### config.mk
export PLATFORM = sky130hd
export DESIGN_NAME = led_frame_scheduler_flat
export DESIGN_NICKNAME = d
export VERILOG_FILES = /design/src/rtl/led_frame_scheduler_pkg.sv /design/src/rtl/led_frame_scheduler_if.sv /design/src/rtl/led_frame_scheduler_tick_gen.sv /design/src/rtl/led_frame_scheduler.sv /design/src/flat_wrapper.sv
export SDC_FILE = /design/constraint.sdc
export NUM_CORES = 1
export LEC_CHECK = 0
export ABC_AREA = 1
export CAP_MARGIN = 20
export CORE_AREA = 2 2 308 310
export CTS_BUF_LIST = sky130_fd_sc_hd__clkbuf_16
export DETAILED_ROUTE_END_ITERATION = 8
export DIE_AREA = 0 0 310 312
export HOLD_SLACK_MARGIN = 0.05
export PLACE_DENSITY_LB_ADDON = 0.1
export SYNTH_ARGS = -nofsm -noshare
export SYNTH_HDL_FRONTEND = slang
export SYNTH_SLANG_ARGS = --single-unit
### constraint.sdc
create_clock -name clock -period 2.1 [get_ports clock]
set_input_delay 0.525 -clock clock [delete_from_list [all_inputs] [get_ports clock]]
set_output_delay 0.525 -clock clock [all_outputs]
set_load 0.005 [all_outputs]
### src/rtl/led_frame_scheduler_pkg.sv
// Shared types for the LED frame scheduler: matrix type, FSM encoding, counter width
// and the checkerboard helper used by the LED_SCHED_TESTPAT_EN build option.
package led_pkg;

  typedef logic [15:0][15:0] matrix_t;

  typedef enum logic [2:0] {
    WAIT    = 3'd0,
    ARB     = 3'd1,
    LAUNCH  = 3'd2,
    WAIT_HI = 3'd3,
    WAIT_LO = 3'd4
  } sched_state_t;

  localparam int unsigned FRAME_CNT_W = 16;

  // Bit [r][c] = r ^ c ^ phase (LSBs only).
  function automatic matrix_t checker_pattern(input logic phase);
    matrix_t m;
    for (int r = 0; r < 16; r++) begin
      for (int c = 0; c < 16; c++) begin
        m[r][c] = r[0] ^ c[0] ^ phase;
      end
    end
    return m;
  endfunction

endpackage

### src/rtl/led_frame_scheduler_if.sv
// Handshake between the scheduler (master) and the WS2812 matrix driver (slave).
interface led_frame_scheduler_if import led_pkg::*; ();
  logic    drv_update;
  logic    drv_busy;
  matrix_t drv_matrix;

  modport master (output drv_update, output drv_matrix, input drv_busy);
  modport slave  (input drv_update, input drv_matrix, output drv_busy);
endinterface

### src/rtl/led_frame_scheduler_tick_gen.sv
// Free-running frame slot timer; one-cycle tick on the wrap from FRAME_PERIOD-1 to 0.
module frame_tick_gen #(
  parameter int unsigned CLK_FREQ   = 20_000_000,
  parameter int unsigned FRAME_RATE = 30
) (
  input  logic clock,
  input  logic reset,
  output logic tick_o
);

  localparam int unsigned RawPeriod = CLK_FREQ / FRAME_RATE;
  localparam int unsigned Period    = (RawPeriod < 2) ? 2 : RawPeriod;
  localparam int unsigned CntW      = $clog2(Period);

  logic [CntW-1:0] count_q, count_d;

  assign tick_o = (count_q == CntW'(Period - 1));

  // Next count: wrap at the end of the period.
  always_comb begin
    count_d = tick_o ? '0 : count_q + CntW'(1);
  end

  // Timer register, restarts on reset.
  always_ff @(posedge clock) begin
    if (reset) count_q <= '0;
    else       count_q <= count_d;
  end

endmodule

### src/rtl/led_frame_scheduler.sv
// Frame-rate scheduler sharing one WS2812 driver between two matrix sources.
// Round-robin grant per slot, snapshot of the winner, busy supervision and stats.
// Build option: define LED_SCHED_TESTPAT_EN to load a toggling checkerboard on
// slots with no grant instead of resending the held frame.
module led_frame_scheduler import led_pkg::*; #(
  parameter int unsigned CLK_FREQ     = 20_000_000,
  parameter int unsigned FRAME_RATE   = 30,
  parameter int unsigned BUSY_TIMEOUT = 8
) (
  input  logic                   clock,
  input  logic                   reset,
  input  logic [1:0]             src_valid,
  input  matrix_t                src0_matrix,
  input  matrix_t                src1_matrix,
  output logic [1:0]             src_ack,
  led_frame_scheduler_if.master  drv,
  output logic [1:0]             active_src,
  output logic [FRAME_CNT_W-1:0] frame_count,
  output logic                   overrun,
  output logic                   drv_error
);

  localparam logic [2:0] StWait   = WAIT;
  localparam logic [2:0] StArb    = ARB;
  localparam logic [2:0] StLaunch = LAUNCH;
  localparam logic [2:0] StWaitHi = WAIT_HI;
  localparam logic [2:0] StWaitLo = WAIT_LO;
  localparam int unsigned ToW     = $clog2(BUSY_TIMEOUT + 1);

  logic [2:0]             state_q, state_d;
  logic                   pending_q, pending_d;
  logic [1:0]             rr_q, rr_d;
  logic [1:0]             active_q, active_d;
  matrix_t                snap_q, snap_d;
  logic [FRAME_CNT_W-1:0] fc_q, fc_d;
  logic                   overrun_q, overrun_d;
  logic                   err_q, err_d;
  logic [ToW-1:0]         to_q, to_d;
  logic                   tick;
  logic [1:0]             other;
  logic [1:0]             grant;
`ifdef LED_SCHED_TESTPAT_EN
  logic                   phase_q, phase_d;
`endif

  frame_tick_gen #(
    .CLK_FREQ  (CLK_FREQ),
    .FRAME_RATE(FRAME_RATE)
  ) u_tick (
    .clock (clock),
    .reset (reset),
    .tick_o(tick)
  );

  // rr_q is one-hot, so its complement is the other source.
  assign other = ~rr_q;

  // Round-robin grant: the non-pointer source first, then the pointer source.
  always_comb begin
    grant = 2'b00;
    if ((src_valid & other) != 2'b00)     grant = other;
    else if ((src_valid & rr_q) != 2'b00) grant = rr_q;
  end

  // Next-state logic for the slot sequencer and statistics.
  always_comb begin
    state_d   = state_q;
    pending_d = pending_q;
    rr_d      = rr_q;
    active_d  = active_q;
    snap_d    = snap_q;
    fc_d      = fc_q;
    overrun_d = overrun_q;
    err_d     = err_q;
    to_d      = to_q;
`ifdef LED_SCHED_TESTPAT_EN
    phase_d   = phase_q;
`endif

    // A wrap always re-arms pending, even in the cycle WAIT consumes it.
    if (state_q == StWait && pending_q) pending_d = 1'b0;
    if (tick) begin
      pending_d = 1'b1;
      if (state_q != StWait) overrun_d = 1'b1;
    end

    case (state_q)
      StWait: begin
        if (pending_q) state_d = StArb;
      end
      StArb: begin
        active_d = grant;
        if (grant != 2'b00) begin
          rr_d   = grant;
          snap_d = grant[0] ? src0_matrix : src1_matrix;
        end else begin
`ifdef LED_SCHED_TESTPAT_EN
          snap_d  = checker_pattern(phase_q);
          phase_d = ~phase_q;
`endif
        end
        state_d = StLaunch;
      end
      StLaunch: begin
        fc_d    = fc_q + FRAME_CNT_W'(1);
        to_d    = '0;
        state_d = StWaitHi;
      end
      StWaitHi: begin
        if (drv.drv_busy) begin
          state_d = StWaitLo;
        end else if (to_q == ToW'(BUSY_TIMEOUT - 1)) begin
          err_d   = 1'b1;
          state_d = StWait;
        end else begin
          to_d = to_q + ToW'(1);
        end
      end
      StWaitLo: begin
        if (!drv.drv_busy) state_d = StWait;
      end
      default: state_d = StWait;
    endcase
  end

  // State registers; pointer starts at src1 so src0 wins the first slot.
  always_ff @(posedge clock) begin
    if (reset) begin
      state_q   <= StWait;
      pending_q <= 1'b1;
      rr_q      <= 2'b10;
      active_q  <= 2'b00;
      snap_q    <= '0;
      fc_q      <= '0;
      overrun_q <= 1'b0;
      err_q     <= 1'b0;
      to_q      <= '0;
`ifdef LED_SCHED_TESTPAT_EN
      phase_q   <= 1'b0;
`endif
    end else begin
      state_q   <= state_d;
      pending_q <= pending_d;
      rr_q      <= rr_d;
      active_q  <= active_d;
      snap_q    <= snap_d;
      fc_q      <= fc_d;
      overrun_q <= overrun_d;
      err_q     <= err_d;
      to_q      <= to_d;
`ifdef LED_SCHED_TESTPAT_EN
      phase_q   <= phase_d;
`endif
    end
  end

  assign drv.drv_update = (state_q == StLaunch);
  assign drv.drv_matrix = snap_q;
  assign src_ack        = drv.drv_update ? active_q : 2'b00;
  assign active_src     = active_q;
  assign frame_count    = fc_q;
  assign overrun        = overrun_q;
  assign drv_error      = err_q;

endmodule
### src/flat_wrapper.sv
// flat-port wrapper written by rule: the top's interface ports become plain ports
module led_frame_scheduler_flat import led_pkg::*;
#(
  parameter int unsigned CLK_FREQ     = 20_000_000,
  parameter int unsigned FRAME_RATE   = 30,
  parameter int unsigned BUSY_TIMEOUT = 8
)
  (clock, reset, src_valid, src0_matrix, src1_matrix, src_ack, active_src, frame_count, overrun, drv_error, drv_drv_update, drv_drv_matrix, drv_drv_busy);
  led_frame_scheduler_if drv_i ();
  input  logic clock;
  input  logic reset;
  input  logic [1:0] src_valid;
  input  matrix_t src0_matrix;
  input  matrix_t src1_matrix;
  output logic [1:0] src_ack;
  output logic [1:0] active_src;
  output logic [FRAME_CNT_W-1:0] frame_count;
  output logic overrun;
  output logic drv_error;
  output wire logic [$bits(drv_i.drv_update)-1:0] drv_drv_update;
  output wire logic [$bits(drv_i.drv_matrix)-1:0] drv_drv_matrix;
  input wire logic [$bits(drv_i.drv_busy)-1:0] drv_drv_busy;
  assign drv_drv_update = drv_i.drv_update;
  assign drv_drv_matrix = drv_i.drv_matrix;
  assign drv_i.drv_busy = drv_drv_busy;
  led_frame_scheduler #(.CLK_FREQ(CLK_FREQ), .FRAME_RATE(FRAME_RATE), .BUSY_TIMEOUT(BUSY_TIMEOUT)) u_core (.clock(clock), .reset(reset), .src_valid(src_valid), .src0_matrix(src0_matrix), .src1_matrix(src1_matrix), .src_ack(src_ack), .drv(drv_i), .active_src(active_src), .frame_count(frame_count), .overrun(overrun), .drv_error(drv_error));
endmodule
Word level (Yosys, flattened, before mapping)
Index checks and enable logic that the tools add are counted.
{"block": "word_totals", "in_bits": 517, "word_cells": 68, "register_bits": 306}
{"block": "op_classes", "eq_ne": 11, "bitwise": 4, "add_sub_neg": 3, "n_mux": 12, "n_reduce_logical": 13}
{"op": "$mux 256", "count": 1}
{"op": "$add 20x1->20 const B", "count": 1}
{"op": "$eq 20x20->1 const B", "count": 1}
{"op": "$add 16x1->16 const B", "count": 1}
{"op": "$pmux 3 s5", "count": 1}
{"op": "$mux 3", "count": 4}
{"op": "$reduce_and 3->1", "count": 3}
{"op": "$mux 4", "count": 2}
{"op": "$pmux 4 s2", "count": 1}
{"op": "$reduce_bool 2->1", "count": 4}
{"op": "$eq 3x2->1 const B", "count": 2}
{"op": "$mux 2", "count": 3}
{"op": "$ne 2x2->1 const B", "count": 3}
{"op": "$add 4x1->4 const B", "count": 1}
{"op": "$and 2x2->2", "count": 2}
{"op": "$eq 4x3->1 const B", "count": 1}
{"op": "$reduce_and 2->1", "count": 2}
{"op": "$eq 3x1->1 const B", "count": 1}
{"op": "$eq 3x3->1 const B", "count": 1}
{"op": "$logic_not 3->1", "count": 1}
{"op": "$ne 3x2->1 const B", "count": 1}
{"op": "$reduce_bool 3->1", "count": 1}
{"op": "$ne 2x1->1 const B", "count": 1}
{"op": "$not 2->2", "count": 1}
{"op": "other kinds (3)", "count": 3}

Logic depth before layout (Yosys ltp)
Gate-level depths: netlist of run 1.
{"block": "logic_depth", "ltp_word": 6, "mapped_depth": 12, "ltp_nobuf": 10}

Cells and area by module
From an unflattened synthesis of run 1, not the netlist that was laid out.
{"block": "unflattened", "cells_unflattened": 2618, "area_unflattened_um2": 16605.9}
{"module": "led_frame_scheduler", "n_inst": 1, "seq_area_each_um2": 5725.5, "area_per_inst_um2": 15474.8, "cells_each": 2456}
{"module": "frame_tick_gen", "n_inst": 1, "seq_area_each_um2": 400.4, "area_per_inst_um2": 1131.1, "cells_each": 162}

Worst setup path after synthesis of run 1
No wires, ideal clock.
{"block": "synth_path", "path_type": "input -> register", "startpoint": "input reset", "endpoint": "register u_core.fc_q[6], in the netlist u_core.frame_count[6]", "arrival_ns": 1.516, "t_required_ns": 2.036, "setup_ns": 0.064, "slack_ns": 0.520, "stages": 6, "cell_sequence": "clkbuf_1 > inv_2 > clkbuf_1 > clkbuf_1 > nand2_1 > nor2_1"}
{"element": "start, declared", "line_no": "flat_wrapper.sv:11", "rtl": "input logic reset;"}
{"element": "end signal, assigned", "line_no": "led_frame_scheduler.sv:134", "rtl": "fc_q <= '0;"}
{"element": "end signal, assigned", "line_no": "led_frame_scheduler.sv:147", "rtl": "fc_q <= fc_d;"}
{"element": "end, declared", "line_no": "led_frame_scheduler.sv:35", "rtl": "logic [FRAME_CNT_W-1:0] fc_q, fc_d;"}

Worst setup path after layout of run 1
{"block": "layout_path", "startpoint": "register u_core.snap_q, in the netlist u_core.drv.drv_matrix[178]", "endpoint": "output drv_drv_matrix[178]"}
{"element": "start, declared", "line_no": "led_frame_scheduler.sv:34", "rtl": "matrix_t snap_q, snap_d;"}
{"element": "start signal, assigned", "line_no": "led_frame_scheduler.sv:146", "rtl": "snap_q <= snap_d;"}
{"element": "end, declared", "line_no": "flat_wrapper.sv:21", "rtl": "output wire logic [$bits(drv_i.drv_matrix)-1:0] drv_drv_matrix;"}
No word-level cell between the ends.

==> summary.txt, run 1 <==
Timing
  – Worst Skew: 0.0253 ns
  – Hold_ws: 0.452 ns
  – Final min period: 2.04 ns
  – Unrepaired setup endpoints after global routing: false
  – Final Cycle Share: 0.972
  – Slew HR: 0.723
  – Final hold violation count: 0
  – Final setup TNS: 0 ns
  – Worst slew pin tran: 0.412 ns
  – # setup viols final: 0
  – Max Slew Vio Count: 0
  – FMAX: 490 MHz

GRT
  – GRT Util Overall: 0.175
  – First-pass GRT wire length: 128,000 µm
  – Vias in the first global route: 19,900
  – Initial antenna violation count: 14
  – Largest net degree at the start of global routing: 48
  – Overflow after GRT: 0

Synth
  – Syn_nets: 3,394
  – Synth cell types: 27
  – Syn avg cell area: 5.93 µm²
  – Synthesized flop and latch total: 306
  – Sequential element share of the synthesized area: 0.360
  – Post-Syn Area: 17,000 µm²
  – Synth warn: 0
  – Post-Syn Instances: 2,873

CTS
  – CTS tree: yes
  – CTS Root Cell: clkbuf_16
  – Clock Sinks: 306
  – Hold_buf cts: 0
  – Worst-Skew Late Latency: 0.58 ns
  – H-Tree Level Count: 2
  – Cts bufs inserted: 44
  – Longest Clk Path Bufs: 3
  – Clock transition at the registers of the reported paths: 0.05 ns

Setup path
  – CP startpoint: u_core.drv.drv_matrix[178]
  – Critical Path Start Type: register
  – Crit-path slowest cell: clkdlybuf4s50_1
  – Slowest stage delay, CP: 0.62 ns
  – FF-to-FF setup slack: 0.20 ns
  – Delay-heaviest family, CP: buffers and inverters
  – Critical path destination: drv_drv_matrix[178]
  – Critical path depth: 1
  – Worst Path Required: 1.57 ns
  – CP endpoint kind: primary output
  – Worst EP arrival: 1.52 ns
  – Critical path class: register to primary output
  – Worst r2r dst: u_core.drv.drv_matrix[41]
  – Worst r2r path cells: 8
  – Worst-path fanout max: 2
  – CP Buf/Inv Count: 1
  – FF-to-FF Start: u_core.state_q[0]
  – Crit-path cells: clkdlybuf4s50_1

Placement
  – Input/output buffers: 795
  – DP Wirelength: 70,000 µm
  – Placer Congestion: 0.836
  – Placed Cells: 4,912

Finish
  – Share of cells above drive strength 1: 0.0765
  – Final nets: 4,228
  – Area Growth Syn to Fin: 71.5%
  – Final Core Density: 0.314
  – Non-filler instance count after layout: 5,002

Floorplan
  – Die Width: 310 µm
  – Die height: 312 µm
  – Core Region: 93,000 µm²
  – Initial Utilization: 0.183
  – Std cell rows: 112
  – Die footprint: 96,700 µm²
  – Num ports: 796

Pwr
  – Total power: 26.0 mW
  – Leak: 13.7 nW
  – Power Density: 891 nW/µm²
  – Worst vdd ir: 0.482 mV

Detailed routing
  – DR iter-0 viols: 845
  – Vias per std cell: 4.01
  – Via count: 20,100
  – DRT antenna net count: 0
  – First-pass DRT Iterations: 6
  – Average wire per standard cell: 17.9 µm
  – WL final: 89,300 µm
  – Number of remaining DRC errors: 0

Min path
  – Hold depth: 2
  – Worst Hold Class: register to register

Status
  – Status: completed

Job
  – Max-cap violation count: 0
==> stage by stage <==
stage	setup WS, ns	instance area [µm²]
final	0.0596	29200
after floorplan	0.520	17000
after detailed placement	-0.428	27700
after global routing	0.00103	29200
after global placement	-0.426	27700
after CTS	0.000285	29100
==> sequential cells by signal, indices dropped and copies added (netlist names) <==
signal / count
u_core.drv.drv_matrix: 256
u_core.overrun: 1
u_core.drv_error: 1
u_core.u_tick.count_q: 20
u_core.to_q: 4
u_core.rr_q: 2
u_core.state_q: 3
u_core.active_src: 2
u_core.frame_count: 16
u_core.pending_q: 1
==> cells in the final DEF, fill, tap and decap left out, drive strengths merged <==
| master | instances |
|---|---|
| dfxtp | 306 |
| dlymetal6s2s | 7 |
| nand4 | 10 |
| nand3b | 1 |
| ha | 4 |
| nor3 | 12 |
| diode | 7 |
| clkbuf | 46 |
| a211oi | 1 |
| nor3b | 2 |
| inv | 326 |
| xor2 | 6 |
| clkinvlp | 2 |
| nand3 | 544 |
| clkdlybuf4s15 | 2 |
| a31oi | 2 |
| nand2 | 865 |
| a21oi | 25 |
| buf | 194 |
| or2 | 3 |
| clkdlybuf4s50 | 771 |
| dlygate4sd2 | 15 |
| o21ai | 10 |
| bufinv | 4 |
| xnor2 | 3 |
| clkinv | 8 |
| nor2 | 572 |
==> cells in the mapped netlist (all sizes together) <==
| cell type | number | area (µm²) |
|---|---|---|
| a211oi | 1 | 7.51 |
| nand2 | 865 | 3250 |
| nand3 | 544 | 2730 |
| nand3b | 1 | 7.51 |
| nor2 | 572 | 2150 |
| nor3b | 2 | 15.0 |
| ha | 4 | 50.1 |
| dfxtp | 306 | 6130 |
| a21oi | 25 | 125 |
| inv | 305 | 1140 |
| clkbuf | 40 | 150 |
| or2 | 3 | 18.8 |
| nor3 | 12 | 71.3 |
| buf | 162 | 986 |
| nand4 | 10 | 62.6 |
| a31oi | 2 | 12.5 |
| o21ai | 10 | 50.1 |
| xnor2 | 3 | 26.3 |
| xor2 | 6 | 52.6 |
==> timing repair <==
action / in CTS / in global routing
gates resized for setup: 31 / 20
setup endpoints to repair: 21 / 69
cloned: 0 / 1
pin swaps: 1 / 0
setup buffers: 2 / 0
==> power breakdown <==
| part | internal, mW | switching (mW) | total [mW] |
|---|---|---|---|
| sequential | 6.94 | 0.594 | 7.53 |
| combinational | 5.56 | 5.58 | 11.1 |
| clock | 4.35 | 3.02 | 7.37 |
==> per-layer routing <==
layer | up-vias | share of wire | global-route usage
met5 | - | 0.00092 | 0
li1 | 10500 | - | -
met2 | 552 | 0.49 | 0.311
met4 | 14 | 0.025 | 0.0520
met3 | 107 | 0.081 | 0.0530
met1 | 8891 | 0.40 | 0.201
==> layout make-up <==
cell class                      count  area (µm²)
Inverter                          305        1150
Tap cell                         1254        1570
Fill cell                       10300       63800
Multi-Input combinational cell   2060        8710
Clock buffer                       45        1130
Clock inverter                     35         260
Antenna cell                        7        17.5
Timing Repair Buffer              990       10200
Sequential cell                   306        6140
==> cell families after synthesis <==
| kind of cell | count (synthesis) | synth area share |
|---|---|---|
| compound gates | 38 | 0.0115 |
| xor+xnor | 9 | 0.00463 |
| fa+ha+maj | 4 | 0.00294 |
| buf+inv | 507 | 0.134 |
| flops | 306 | 0.360 |
| simple gates | 2009 | 0.488 |
==> how the worst min path moves through the flow <==
stage / startpoint / to / slack [ns]
floorplan: u_core.u_tick.count_q[0] / u_core.u_tick.count_q[0] / 0.43
detailed placement: u_core.drv_error / u_core.drv_error / 0.45
CTS: u_core.drv_error / u_core.drv_error / 0.46
finish: u_core.drv_error / u_core.drv_error / 0.45
global placement: u_core.overrun / u_core.overrun / 0.44
global route: u_core.drv_error / u_core.drv_error / 0.49
No activity file was read; power rests on OpenSTA's default activity.
==> inputs of run 2 (changes only) <==
RECOVER_POWER = 100   (was unset)
==> summary.txt, run 2 (synthesized netlist as in run 1, its figures left out) <==
Floorplan
  – Std cell rows: 112 (unchanged)
  – Die height: 312 µm (unchanged)
  – Core Region: 93,000 µm² (unchanged)
  – Initial Utilization: 0.183 (unchanged)
  – Num ports: 796 (unchanged)
  – Die Width: 310 µm (unchanged)
  – Die footprint: 96,700 µm² (unchanged)

Timing
  – Final min period: 2.04 ns (about the same)
  – Slew HR: 0.530 (was 0.723)
  – FMAX: 490 MHz (about the same)
  – # setup viols final: 0 (unchanged)
  – Post-route worst setup slack: 0.0599 ns (was 0.0596 ns)
  – Hold_ws: 0.452 ns (about the same)
  – Final setup TNS: 0 ns (unchanged)
  – Final hold violation count: 0 (unchanged)
  – Final Cycle Share: 0.971 (was 0.972)
  – Worst Skew: 0.0247 ns (was 0.0253 ns)
  – Max Slew Vio Count: 0 (unchanged)
  – Worst slew pin tran: 0.703 ns (was 0.412 ns)

Job
  – Max-cap violation count: 0 (unchanged)

Finish
  – Commonest non-fill, non-tap cell in the layout: nand2_1 (unchanged)
  – Final Core Density: 0.311 (was 0.314)
  – Non-filler instance count after layout: 5,002 (unchanged)
  – Max reg flops: 256 (unchanged)
  – Share of cells above drive strength 1: 0.0746 (was 0.0765)
  – Area Growth Syn to Fin: 70.1% (was 71.5%)
  – Final nets: 4,228 (unchanged)
  – Final Instance Area: 29,000 µm² (was 29,200 µm²)
  – Most frequent cells in the layout: 858 x nand2_1, 728 x clkdlybuf4s50_1, 570 x nor2_1, 543 x nand3_1, 321 x inv_1 (was 858 x nand2_1, 771 x clkdlybuf4s50_1, 570 x nor2_1, 543 x nand3_1, 320 x inv_1)

Detailed routing
  – WL final: 89,400 µm (was 89,300 µm)
  – DR iter-0 viols: 888 (was 845)
  – First-pass DRT Iterations: 5 (was 6)
  – Via count: 20,100 (about the same)
  – Number of remaining DRC errors: 0 (unchanged)
  – DRT antenna net count: 0 (unchanged)
  – Vias per std cell: 4.02 (was 4.01)
  – Average wire per standard cell: 17.9 µm (about the same)

Setup path
  – CP endpoint kind: primary output (unchanged)
  – Crit-path slowest cell: clkdlybuf4s50_1 (unchanged)
  – Worst r2r dst: u_core.drv.drv_matrix[195] (was u_core.drv.drv_matrix[41])
  – Critical path destination: drv_drv_matrix[165] (was drv_drv_matrix[178])
  – Critical Path Start Type: register (unchanged)
  – Critical path depth: 1 (unchanged)
  – Critical path class: register to primary output (unchanged)
  – Slowest stage delay, CP: 0.60 ns (was 0.62 ns)
  – Worst EP arrival: 1.52 ns (about the same)
  – FF-to-FF Start: u_core.state_q[0] (unchanged)
  – Worst-path fanout max: 2 (unchanged)
  – Worst r2r path cells: 10 (was 8)
  – CP startpoint: u_core.drv.drv_matrix[165] (was u_core.drv.drv_matrix[178])
  – Worst Path Required: 1.57 ns (about the same)
  – Delay-heaviest family, CP: buffers and inverters (unchanged)
  – CP Buf/Inv Count: 1 (unchanged)
  – Crit-path cells: clkdlybuf4s50_1 (unchanged)
  – FF-to-FF setup slack: 0.17 ns (was 0.20 ns)

GRT
  – Overflow after GRT: 0 (unchanged)
  – First-pass GRT wire length: 128,000 µm (unchanged)
  – Vias in the first global route: 19,900 (unchanged)
  – Initial antenna violation count: 14 (unchanged)
  – Largest net degree at the start of global routing: 48 (unchanged)
  – GRT Util Overall: 0.175 (unchanged)

Placement
  – Post-DP Area: 27,700 µm² (unchanged)
  – Placed Cells: 4,912 (unchanged)
  – Placer Congestion: 0.836 (unchanged)
  – Post-placement setup slack: -0.428 ns (unchanged)
  – DP Wirelength: 70,000 µm (unchanged)
  – Input/output buffers: 795 (unchanged)

Pwr
  – Worst vdd ir: 0.476 mV (was 0.482 mV)
  – Power Density: 891 nW/µm² (about the same)
  – Leak: 13.6 nW (was 13.7 nW)
  – Total power: 25.8 mW (was 26.0 mW)

CTS
  – Clock Sinks: 306 (unchanged)
  – CTS Root Cell: clkbuf_16 (unchanged)
  – Longest Clk Path Bufs: 3 (unchanged)
  – Clock transition at the registers of the reported paths: 0.06 ns (was 0.05 ns)
  – CTS tree: yes (unchanged)
  – H-Tree Level Count: 2 (unchanged)
  – Cts bufs inserted: 44 (unchanged)
  – Worst-Skew Late Latency: 0.58 ns (about the same)

Min path
  – Worst Hold Class: register to register (unchanged)
  – Hold depth: 2 (unchanged)

Status
  – Status: completed (unchanged)
## run 2: repair_timing
| action | in CTS | in global routing |
|---|---|---|
| gates resized for setup | 31 | 20 |
| cloned | 0 | 1 |
| setup endpoints to repair | 21 | 69 |
| setup buffers | 2 | 0 |
| hold buffers | 0 | 0 |
| pin swaps | 1 | 0 |
## run 2: worst min path at each step
stage / from / endpoint / slack (ns)
2_1_floorplan: u_core.u_tick.count_q[0] / u_core.u_tick.count_q[0] / 0.43
3_3_place_gp: u_core.overrun / u_core.overrun / 0.44
3_5_place_dp: u_core.drv_error / u_core.drv_error / 0.45
4_1_cts: u_core.drv_error / u_core.drv_error / 0.46
5_1_grt: u_core.drv_error / u_core.drv_error / 0.49
6_report: u_core.drv_error / u_core.drv_error / 0.45
## run 2: worst register-to-register path, cell delays in order, from the launching register on
cell and delay [ns]:
dfxtp_1 0.38, inv_1 0.08, buf_4 0.16, nor3_4 0.31, buf_4 0.21, nand2_4 0.07
buf_12 0.16, clkbuf_4 0.22, nand3_1 0.10, nand2_1 0.05, nor2_1 0.13
## run 2: layer usage
metal,track usage,vias to the layer above,part of all wire
li1,-,10500,-
met1,0.201,8928,0.41
met2,0.311,549,0.49
met3,0.0530,107,0.080
met4,0.0520,14,0.025
met5,0,-,0.00092
## run 2: cell type report
| cell class | instances | area (µm²) |
|---|---|---|
| Clock inverter | 35 | 260 |
| Fill cell | 10400 | 64100 |
| Timing Repair Buffer | 990 | 10000 |
| Sequential cell | 306 | 6140 |
| Antenna cell | 7 | 17.5 |
| Clock buffer | 45 | 1130 |
| Multi-Input combinational cell | 2060 | 8710 |
| Inverter | 305 | 1150 |
| Tap cell | 1254 | 1570 |
## run 2: power breakdown
group | switching, mW | leakage, nW | internal (mW)
logic | 5.57 | 10.3 | 5.37
clock network | 3.02 | 0.746 | 4.35
registers | 0.587 | 2.51 | 6.93
==> inputs of run 3 (changes only) <==
==> constraint.sdc (replaced) <==
create_clock -name clock -period 2.1 [get_ports clock]
set_input_delay 0.21 -clock clock [delete_from_list [all_inputs] [get_ports clock]]
set_output_delay 0.21 -clock clock [all_outputs]
set_load 0.005 [all_outputs]
==> summary.txt, run 3 (synthesized netlist as in run 1, its figures left out) <==
Finish
  – Share of cells above drive strength 1: 0.0579 (was 0.0746)
  – Final Instance Area: 28,700 µm² (was 29,000 µm²)
  – Final nets: 4,179 (was 4,228)
  – Area Growth Syn to Fin: 68.3% (was 70.1%)
  – Most frequent cells in the layout: 859 x nand2_1, 572 x nor2_1, 543 x nand3_1, 517 x clkdlybuf4s50_1, 308 x inv_1 (was 858 x nand2_1, 728 x clkdlybuf4s50_1, 570 x nor2_1, 543 x nand3_1, 321 x inv_1)
  – Max reg flops: 256 (unchanged)
  – Non-filler instance count after layout: 4,950 (was 5,002)
  – Commonest non-fill, non-tap cell in the layout: nand2_1 (unchanged)
  – # fillers: 10,400 (about the same)

CTS
  – Clock transition at the registers of the reported paths: 0.06 ns (about the same)
  – Clock Sinks: 306 (unchanged)
  – Worst-Skew Late Latency: 0.57 ns (was 0.58 ns)
  – CTS tree: yes (unchanged)
  – Longest Clk Path Bufs: 3 (unchanged)
  – H-Tree Level Count: 2 (unchanged)
  – Cts bufs inserted: 45 (was 44)
  – CTS Root Cell: clkbuf_16 (unchanged)
  – Hold_buf cts: 0 (unchanged)

GRT
  – Vias in the first global route: 20,100 (was 19,900)
  – Overflow after GRT: 0 (unchanged)
  – Initial antenna violation count: 7 (was 14)
  – First-pass GRT wire length: 128,000 µm (about the same)
  – GRT Util Overall: 0.175 (about the same)
  – Largest net degree at the start of global routing: 58 (was 48)

Min path
  – Min-delay src: drv_drv_busy (was u_core.drv_error)
  – Worst Hold Class: input pin to register (was register to register)

Placement
  – Post-placement setup slack: -0.118 ns (was -0.428 ns)
  – Placed Cells: 4,861 (was 4,912)
  – Placer Congestion: 0.824 (was 0.836)
  – Post-DP Area: 27,300 µm² (was 27,700 µm²)
  – DP Wirelength: 69,100 µm (was 70,000 µm)
  – Input/output buffers: 795 (unchanged)

Status
  – Status: completed (unchanged)

Setup path
  – FF-to-FF Start: u_core.rr_q[1] (was u_core.state_q[0])
  – CP endpoint kind: register (was primary output)
  – Slowest stage delay, CP: 0.33 ns (was 0.60 ns)
  – Worst Path Required: 2.61 ns (was 1.57 ns)
  – Crit-path slowest cell: dfxtp_1 (was clkdlybuf4s50_1)
  – Worst EP arrival: 2.44 ns (was 1.52 ns)
  – CP startpoint: u_core.rr_q[1] (was u_core.drv.drv_matrix[165])
  – Worst-path fanout max: 34 (was 2)
  – Crit-path cells: inv_1, nand2_1, nand2_1, inv_2, nand2_8, buf_4, buf_6, buf_4, nand3_1, nand2_1, nor2_1, nor2_1 (was clkdlybuf4s50_1)
  – Critical path class: register to register (was register to primary output)
  – Most used cell, CP: nand2_1
  – Critical Path Start Type: register (unchanged)

Floorplan
  – Die height: 312 µm (unchanged)
  – Initial Utilization: 0.183 (unchanged)
  – Die Width: 310 µm (unchanged)
  – Core Region: 93,000 µm² (unchanged)
  – Num ports: 796 (unchanged)
  – Std cell rows: 112 (unchanged)
  – Die footprint: 96,700 µm² (unchanged)

Pwr
  – Power Density: 891 nW/µm² (about the same)
  – Clk pwr share: 0.299 (was 0.285)
  – Combinational Power Share: 0.408 (was 0.424)
  – Worst vdd ir: 0.611 mV (was 0.476 mV)
  – NetSw: 9.10 mW (was 9.17 mW)
  – Seq pwr share: 0.293 (was 0.291)
  – Leak: 14.0 nW (was 13.6 nW)
  – Sw frac: 0.356 (was 0.355)
  – P_int: 16.4 mW (was 16.7 mW)

Detailed routing
  – Vias per std cell: 4.05 (was 4.02)
  – Number of remaining DRC errors: 0 (unchanged)
  – Average wire per standard cell: 18.1 µm (was 17.9 µm)
  – DR iter-0 viols: 1,003 (was 888)
  – WL final: 89,500 µm (was 89,400 µm)
  – DRT antenna net count: 0 (unchanged)
  – Via count: 20,000 (was 20,100)
  – First-pass DRT Iterations: 6 (was 5)

Timing
  – Slew HR: 0.667 (was 0.530)
  – FMAX: 518 MHz (was 490 MHz)
  – Final min period: 1.93 ns (was 2.04 ns)
  – Final setup TNS: 0 ns (unchanged)
  – Post-route worst setup slack: 0.170 ns (was 0.0599 ns)
  – Unrepaired setup endpoints after global routing: false
  – # setup viols final: 0 (unchanged)
  – Final Cycle Share: 0.919 (was 0.971)
  – Hold_ws: 0.315 ns (was 0.452 ns)
  – Worst Skew: 0.0234 ns (was 0.0247 ns)
  – Final hold violation count: 0 (unchanged)
  – Max Slew Vio Count: 0 (unchanged)
  – Worst slew pin tran: 0.498 ns (was 0.703 ns)

Job
  – Max-cap violation count: 0 (unchanged)
==> run 3: changes by cell type in the layout (fill, tap and decap cells not counted), sizes merged, moves of 4 or more <==
cell and delta:
buf -54, clkdlybuf4s50 -211, clkinv +13, diode -4, dlygate4sd2 -13, dlygate4sd3 +232, inv -12
==> run 3: path summary, 6_finish.rpt <==
kind	depth (start not counted)	end	slack [ns]
max	12	u_core.drv.drv_matrix[175]	0.17
min	3	u_core.state_q[2]	0.31
max reg2reg	12	u_core.drv.drv_matrix[175]	0.17
min reg2reg	2	u_core.overrun	0.44
==> run 3: routing by layer <==
| metal | wire length (µm) | global-route usage | up-vias |
|---|---|---|---|
| met5 | 46 | 0 | - |
| met4 | 2270 | 0.0497 | 8 |
| met3 | 7290 | 0.0551 | 102 |
| met2 | 44000 | 0.312 | 547 |
| met1 | 35900 | 0.198 | 8948 |
| li1 | - | - | 10400 |
==> run 3: final cells by class <==
type / instances / area (µm²) / share of cell area
timing repair buffer: 940 / 9660 / 0.337
multi-input combinational: 2060 / 8700 / 0.303
sequential: 306 / 6130 / 0.214
tap: 1254 / 1570 / 0.0547
clock buffer: 47 / 1180 / 0.0410
inverter: 305 / 1150 / 0.0402
clock inverter: 35 / 284 / 0.00990
antenna: 3 / 7.51 / 0.000262
==> run 3: power by group through the flow <==
stage               clock, mW  combinational [mW]  sequential [mW]
floorplan                   0                4.92             7.68
detailed placement          0                11.1             7.65
global placement            0                11.1             7.63
finish                   7.63                10.4             7.48
CTS                      8.01                11.1             7.55
global route             8.18                11.7             7.63
==> run 3: worst max-delay path: cells and delay by family (launching register included) <==
family        cells  cell delay, ns
buf+inv           5            0.82
flops             1            0.33
simple gates      7            0.69
==> run 3: what timing repair did <==
action | 4_1_cts | 5_1_grt
gates resized for setup | 12 | 4
buffers inserted | 3 | 0
gates cloned | 0 | 1
setup endpoints to repair | 3 | 8
pin swaps | 2 | 0
==> run 3: metrics by stage <==
step,utilization,total power [mW]
after floorplan,-,12.6
after global placement,0.293,18.8
after detailed placement,0.293,18.7
after CTS,0.310,26.7
after global routing,0.308,27.5
final,0.308,25.5
